[src/rtl/store_buffer_pkg.sv]
// Shared types for the posted-write store buffer: drain FSM encoding and the buffered entry record.
package store_buffer_pkg;

  localparam int SB_AW = 32;
  localparam int SB_DW = 32;

  typedef enum logic [1:0] {
    IDLE  = 2'd0,
    WRITE = 2'd1,
    READ  = 2'd2,
    RDONE = 2'd3
  } sb_state_t;

  typedef struct packed {
    logic [SB_AW-1:0] addr;
    logic [SB_DW-1:0] data;
  } sb_entry_t;

endpackage

[src/rtl/sb_fifo.sv]
// Circular FIFO of buffered stores; exposes head, next head and a flat entry/valid view for load matching.
module sb_fifo #(
  parameter int DEPTH = 4,
  parameter int W     = 64
) (
  input  logic                          clk,
  input  logic                          reset,
  input  logic                          push,
  input  logic [W-1:0]                  push_data,
  input  logic                          pop,
  output logic [W-1:0]                  head,
  output logic [W-1:0]                  head_next,
  output logic                          full,
  output logic                          empty,
  output logic [$clog2(DEPTH):0]        count,
  output logic [DEPTH-1:0][W-1:0]       entries,
  output logic [DEPTH-1:0]              valid,
  output logic [$clog2(DEPTH)-1:0]      rd_idx
);

  localparam int PW = $clog2(DEPTH);
  localparam logic [PW-1:0] PTR_ONE = PW'(1);

  logic [DEPTH-1:0][W-1:0] mem;
  logic [PW-1:0]           wr_ptr;
  logic [PW-1:0]           rd_ptr;
  logic [PW-1:0]           rd_ptr_next;
  logic [PW:0]             cnt;
  logic [PW-1:0]           age_v;
  logic                    do_push;
  logic                    do_pop;

  assign full        = (cnt == (PW+1)'(DEPTH));
  assign empty       = (cnt == '0);
  assign do_push     = push && !full;
  assign do_pop      = pop && !empty;
  assign rd_ptr_next = rd_ptr + PTR_ONE;

  always_ff @(posedge clk) begin
    if (reset) begin
      wr_ptr <= '0;
      rd_ptr <= '0;
      cnt    <= '0;
    end else begin
      if (do_push) wr_ptr <= wr_ptr + PTR_ONE;
      if (do_pop)  rd_ptr <= rd_ptr_next;
      cnt <= cnt + {{PW{1'b0}}, do_push} - {{PW{1'b0}}, do_pop};
    end
  end

  // Storage carries no reset; occupancy is tracked by the pointers alone.
  always_ff @(posedge clk) begin
    if (!reset && do_push) mem[wr_ptr] <= push_data;
  end

  always_comb begin
    valid = '0;
    age_v = '0;
    for (int i = 0; i < DEPTH; i++) begin
      age_v    = PW'(i) - rd_ptr;
      valid[i] = ({1'b0, age_v} < cnt);
    end
  end

  assign head      = mem[rd_ptr];
  assign head_next = mem[rd_ptr_next];
  assign count     = cnt;
  assign entries   = mem;
  assign rd_idx    = rd_ptr;

endmodule

[src/rtl/store_buffer.sv]
// Posted-write store buffer between the CPU data port and a handshaked RAM.
// STORE_BUF_FWD_EN enables load forwarding from buffered stores; otherwise loads drain the buffer first.
//
// state | meaning
// IDLE  | no memory request outstanding
// WRITE | head entry being written to memory, popped on mem_ack
// READ  | load miss reading memory at cpu_addr
// RDONE | load data in rd_hold, load retires this cycle
module store_buffer
  import store_buffer_pkg::*;
#(
  parameter int DEPTH = 4,
  parameter int AW    = SB_AW,
  parameter int DW    = SB_DW
) (
  input  logic                   clk,
  input  logic                   reset,
  input  logic                   cpu_we,
  input  logic                   cpu_re,
  input  logic [AW-1:0]          cpu_addr,
  input  logic [DW-1:0]          cpu_wdata,
  output logic [DW-1:0]          cpu_rdata,
  output logic                   stall,
  output logic                   mem_req,
  output logic                   mem_we,
  output logic [AW-1:0]          mem_addr,
  output logic [DW-1:0]          mem_wdata,
  input  logic                   mem_ack,
  input  logic [DW-1:0]          mem_rdata,
  output logic [$clog2(DEPTH):0] buf_count,
  output logic                   buf_empty
);

  localparam int PW = $clog2(DEPTH);
  localparam int EW = $bits(sb_entry_t);
  localparam logic [PW:0] CNT_ONE = (PW+1)'(1);

  sb_state_t                state;
  sb_entry_t                push_entry;
  sb_entry_t                head_entry;
  sb_entry_t                head_next_entry;
  logic [DEPTH-1:0][EW-1:0] fifo_entries;
  logic [DEPTH-1:0]         fifo_valid;
  logic [PW-1:0]            fifo_rd_idx;
  logic                     full;
  logic                     empty;
  logic [PW:0]              count;
  logic                     push;
  logic                     pop;
  logic [DW-1:0]            rd_hold;
  logic                     fwd_hit;
  logic [DW-1:0]            fwd_data;
  logic                     load_wait;
  logic                     read_ok;
  logic                     read_ok_after_pop;
  logic                     unused_bits;

  assign push_entry = '{addr: cpu_addr, data: cpu_wdata};
  assign push       = cpu_we && !full;
  assign pop        = (state == WRITE) && mem_ack;

  sb_fifo #(.DEPTH(DEPTH), .W(EW)) u_fifo (
    .clk       (clk),
    .reset     (reset),
    .push      (push),
    .push_data (push_entry),
    .pop       (pop),
    .head      (head_entry),
    .head_next (head_next_entry),
    .full      (full),
    .empty     (empty),
    .count     (count),
    .entries   (fifo_entries),
    .valid     (fifo_valid),
    .rd_idx    (fifo_rd_idx)
  );

  assign load_wait = cpu_re && !cpu_we && !fwd_hit;

`ifdef STORE_BUF_FWD_EN
  sb_entry_t     fwd_e;
  logic [PW-1:0] fwd_idx;

  // Walk oldest to youngest so the last match wins.
  always_comb begin
    fwd_hit  = 1'b0;
    fwd_data = '0;
    fwd_e    = '0;
    fwd_idx  = '0;
    for (int k = 0; k < DEPTH; k++) begin
      fwd_idx = fifo_rd_idx + PW'(k);
      fwd_e   = fifo_entries[fwd_idx];
      if (fifo_valid[fwd_idx] && (fwd_e.addr[AW-1:2] == cpu_addr[AW-1:2])) begin
        fwd_hit  = 1'b1;
        fwd_data = fwd_e.data;
      end
    end
  end

  assign read_ok           = load_wait;
  assign read_ok_after_pop = load_wait;
  assign unused_bits       = ^fifo_entries;
`else
  assign fwd_hit           = 1'b0;
  assign fwd_data          = '0;
  assign read_ok           = load_wait && empty;
  assign read_ok_after_pop = load_wait && (count == CNT_ONE);
  assign unused_bits       = ^{fifo_entries, fifo_valid, fifo_rd_idx};
`endif

  always_comb begin
    stall = 1'b0;
    if (!reset) begin
      if (cpu_we)      stall = full;
      else if (cpu_re) stall = !fwd_hit && (state != RDONE);
    end
  end

  assign cpu_rdata = (cpu_re && fwd_hit) ? fwd_data : rd_hold;
  assign buf_count = count;
  assign buf_empty = empty;

  always_ff @(posedge clk) begin
    if (reset) begin
      state     <= IDLE;
      mem_req   <= 1'b0;
      mem_we    <= 1'b0;
      mem_addr  <= '0;
      mem_wdata <= '0;
      rd_hold   <= '0;
    end else begin
      case (state)
        IDLE: begin
          if (read_ok) begin
            state    <= READ;
            mem_req  <= 1'b1;
            mem_we   <= 1'b0;
            mem_addr <= cpu_addr;
          end else if (!empty) begin
            state     <= WRITE;
            mem_req   <= 1'b1;
            mem_we    <= 1'b1;
            mem_addr  <= head_entry.addr;
            mem_wdata <= head_entry.data;
          end
        end
        WRITE: begin
          if (mem_ack) begin
            if (read_ok_after_pop) begin
              state    <= READ;
              mem_we   <= 1'b0;
              mem_addr <= cpu_addr;
            end else if (count > CNT_ONE) begin
              mem_addr  <= head_next_entry.addr;
              mem_wdata <= head_next_entry.data;
            end else begin
              state   <= IDLE;
              mem_req <= 1'b0;
              mem_we  <= 1'b0;
            end
          end
        end
        READ: begin
          if (mem_ack) begin
            rd_hold <= mem_rdata;
            mem_req <= 1'b0;
            state   <= RDONE;
          end
        end
        RDONE:   state <= IDLE;
        default: state <= IDLE;
      endcase
    end
  end

endmodule

[config.mk]
export PLATFORM = sky130hd
export DESIGN_NAME = store_buffer
export DESIGN_NICKNAME = d
export VERILOG_FILES = /design/src/rtl/store_buffer_pkg.sv /design/src/rtl/sb_fifo.sv /design/src/rtl/store_buffer.sv
export SDC_FILE = /design/constraint.sdc
export NUM_CORES = 1
export LEC_CHECK = 0
export CAP_MARGIN = 20
export CORE_UTILIZATION = 30
export CTS_CLUSTER_DIAMETER = 200
export DETAILED_ROUTE_END_ITERATION = 16
export GPL_TIMING_DRIVEN = 0
export SYNTH_ARGS = -nofsm -noshare
export SYNTH_HDL_FRONTEND = slang
export SYNTH_SLANG_ARGS = --single-unit
[constraint.sdc]
create_clock -name clk -period 5.4 [get_ports clk]
set_input_delay 0.54 -clock clk [delete_from_list [all_inputs] [get_ports clk]]
set_output_delay 0.54 -clock clk [all_outputs]
set_load 0.02 [all_outputs]
==> results.sh <==
export IMPL_status="finished clean"
export IMPL_largest_fanout_on_the_critical_path=10
export IMPL_grt_max_degree=49
export IMPL_switching_part_of_the_total_power_pct=33.2
export IMPL_synth_area_leader_cell="edfxtp_1"
export IMPL_p_clk_share_pct=30.1
export IMPL_routed_wire_length_per_instance_um=21.6
export IMPL_total_leakage_power_uw=0.00677
export IMPL_p_switching_uw=3240
export IMPL_power_frac_comb_pct=32.7
export IMPL_drt_first_pass_iters=5
export IMPL_drt_wl_total_mm=45.9
export IMPL_worst_setup_hold_path_clk_slew_ns=0.06
export IMPL_slew_headroom_pct=35.3
export IMPL_peak_vdd_ir_mv=0.274
export IMPL_maxClockFrequency_ghz=0.305
export IMPL_route_detailed_vias_per_inst=5.19
export IMPL_cts_made_buffers=43
export IMPL_ys_seq_elements=363
export IMPL_timing_final_hold_violations=0
export IMPL_setup_violations_final=0
export IMPL_grt_antenna_before_repair=7
export IMPL_synthTopCellsByArea="edfxtp_1 47%, dfxtp_1 13%, mux2i_1 9.8%"
export IMPL_io_pins=204
export IMPL_vias=11000
export IMPL_worstSetupStartpointType="register"
export IMPL_ctsHtreeMaxLevel=2
export IMPL_core_rowCount=85
export IMPL_synth_top_cells_by_count="256 x edfxtp_1, 160 x mux2i_1, 111 x nand2_1"
export IMPL_detailed_place_hpwl_mm=30.5
export IMPL_synth_yosys_seq_area_share_pct=60.4
export IMPL_p_per_area_nw_per_um2=470
export IMPL_timing_max_cap_violations=0
export IMPL_synthToLayoutAreaGrowth_pct=27.5
export IMPL_yosysMostFrequentCell="edfxtp_1"
export IMPL_synth_net_count=1252
export IMPL_cts_num_sinks=363
export IMPL_drt_antenna_violating_nets=0
export IMPL_p_total_uw=9760
export IMPL_post_cts_repair_setup_buffers=0
export IMPL_cts_hold_repair_buffers=0
export IMPL_clk_root_buffer_cell="clkbuf_16"
export IMPL_synth_warnings=0
export IMPL_internal_power_uw=6520
export IMPL_finalNetCount=1503
export IMPL_setup_ws_ns=2.12
export IMPL_clock_path_buffers=3
export IMPL_ys_async_sr_fraction_pct=0
export IMPL_timing_final_max_slew_violations=0
export IMPL_min_delay_path_class="reg -> reg"
export IMPL_synth_cell_area_um2=16300
export IMPL_grtUsageTotal_pct=16.4
export IMPL_worstPathRequired_ns=4.86
export IMPL_core_area_um2=53700
export IMPL_setup_tns_final_ns=0
export IMPL_synth_edf_count=256
export IMPL_synth_top_area_share_pct=47.2
export IMPL_clock_latency_ns=0.58
export IMPL_placement_io_buffers=202
export IMPL_tightestPinTransition_ns=0.970
export IMPL_post_synth_cell_area_avg_um2=14.3
export IMPL_first_global_vias=11200
export IMPL_cts_tree="yes"
export IMPL_layout_min_cycle_time_ns=3.28
export IMPL_grt_pass1_wl_mm=69.2
export IMPL_initial_utilization_pct=30.3
export IMPL_final_layout_size_suffix_gt1_share_pct=15.2
export IMPL_final_clock_period_utilization_by_the_worst_path_pct=60.7
export IMPL_filler_cell_count=4988
export IMPL_skew_ns=0.0158
export IMPL_yosys_cell_types_count=58
export IMPL_critical_path_class="reg -> out"
export IMPL_drc=0
export IMPL_worstSetupEndpointType="output pin"
export IMPL_gr_total_overflow=0
export IMPL_floorplan_die_height_um=235
export IMPL_postSynthCellCount=1137
export IMPL_crit_arrival_ns=2.74
export IMPL_weighted_congestion_at_the_end_of_routability_driven_global_placement=0.805
export IMPL_setup_repair_after_global_routing_missed_its_margin="false"
export IMPL_sequentialPowerShare_pct=37.2
export IMPL_place_ws_ns=1.52
export IMPL_dr_first_iter_drc_count=648
export IMPL_die_area_um2=55200
export IMPL_finalHoldWorstSlack_ns=0.452
export IMPL_chipWidth_um=235
export IMPL_post_cts_resized_instances=0
export IMPL_postSynth_topFlopCell="edfxtp_1"
[power groups by stage]
stage          logic [uW]  registers, uW  clock network, uW
3_5_place_dp         3200           3690                  0
6_report             3190           3630               2940
4_1_cts              3210           3640               3010
2_1_floorplan        1670           3930                  0
5_1_grt              3420           3660               3110
3_3_place_gp         3140           3690                  0
[per-layer routing]
layer  vias to the layer above  routed length [um]  track usage [%]
met3                        80                2580             3.37
met1                      5560               19000             20.6
li1                       5009                   -                -
met5                         -                  83                0
met4                        12                1190             5.76
met2                       352               23000             27.9
[placed cells by master, fill, tap and decap left out, types with 21 or more instances in the layout]
cell type and instances:
o31ai_1 21, a22oi_1 73, dfxtp_1 107, nand2_1 111
mux4_2 64, clkbuf_16 45, buf_2 35, mux2i_1 160
edfxtp_1 256, clkdlybuf4s50_1 202, nand3_1 36, a21oi_1 38
nor2_1 32, clkbuf_1 59, o311ai_1 23
[final cells by class]
cell class	instances	area (um2)	share of cell area, %
plain buffers	95	453	2.18
clock inverters	16	199	0.958
inverters	13	48.8	0.235
repair buffers	206	2130	10.3
multi-input cells	666	5970	28.8
well taps	696	871	4.20
flip-flops and latches	363	9830	47.4
diodes	1	2.50	0.0121
clock buffers	64	1250	6.01
[flip-flops by register name, indices dropped and copies added (netlist names)]
| signal | flops |
|---|---|
| cpu_rdata | 32 |
| mem_addr | 32 |
| mem_req | 1 |
| mem_wdata | 32 |
| mem_we | 1 |
| state | 2 |
| u_fifo.count | 3 |
| u_fifo.entries | 256 |
| u_fifo.rd_idx | 2 |
| u_fifo.wr_ptr | 2 |
[per-stage QoR]
| step | instance area [um2] | cells | utilization (%) |
|---|---|---|---|
| 3_3_place_gp | 19200 | 2035 | 35.7 |
| 2_1_floorplan | 16300 | 1137 | - |
| 3_5_place_dp | 19300 | 2039 | 35.9 |
| 4_1_cts | 20800 | 2119 | 38.6 |
| 5_1_grt | 20800 | 2120 | 38.6 |
| 6_report | 20800 | 2120 | 38.6 |
[cell families after synthesis]
group	after synthesis	synth area share (%)
xor gates and xnor gates	5	0.315
buffers and inverters	108	3.08
DFF	363	60.4
adders and majority gates	14	1.12
muxes	226	18.8
and+or+nand+nor	208	5.88
AOI/OAI and AO/OA	213	10.4
[worst max-delay path, stage by stage (launching register included)]
cell,delay [ns]
dfxtp_1,0.39
buf_4,0.22
o31a_1,0.28
clkbuf_1,0.25
nor3_1,0.35
clkdlybuf4s50_1,0.66
[final timing paths]
path                                        end  cells past startpoint            start  slack (ns)
worst max register to register  u_fifo.count[2]                     13         state[1]        2.47
worst min register to register    cpu_rdata[21]                      2    cpu_rdata[21]        0.45
worst max-delay path                      stall                      5  u_fifo.count[0]        2.12
worst min-delay path              cpu_rdata[21]                      2    cpu_rdata[21]        0.45
No activity file was read; power rests on OpenSTA's default activity.
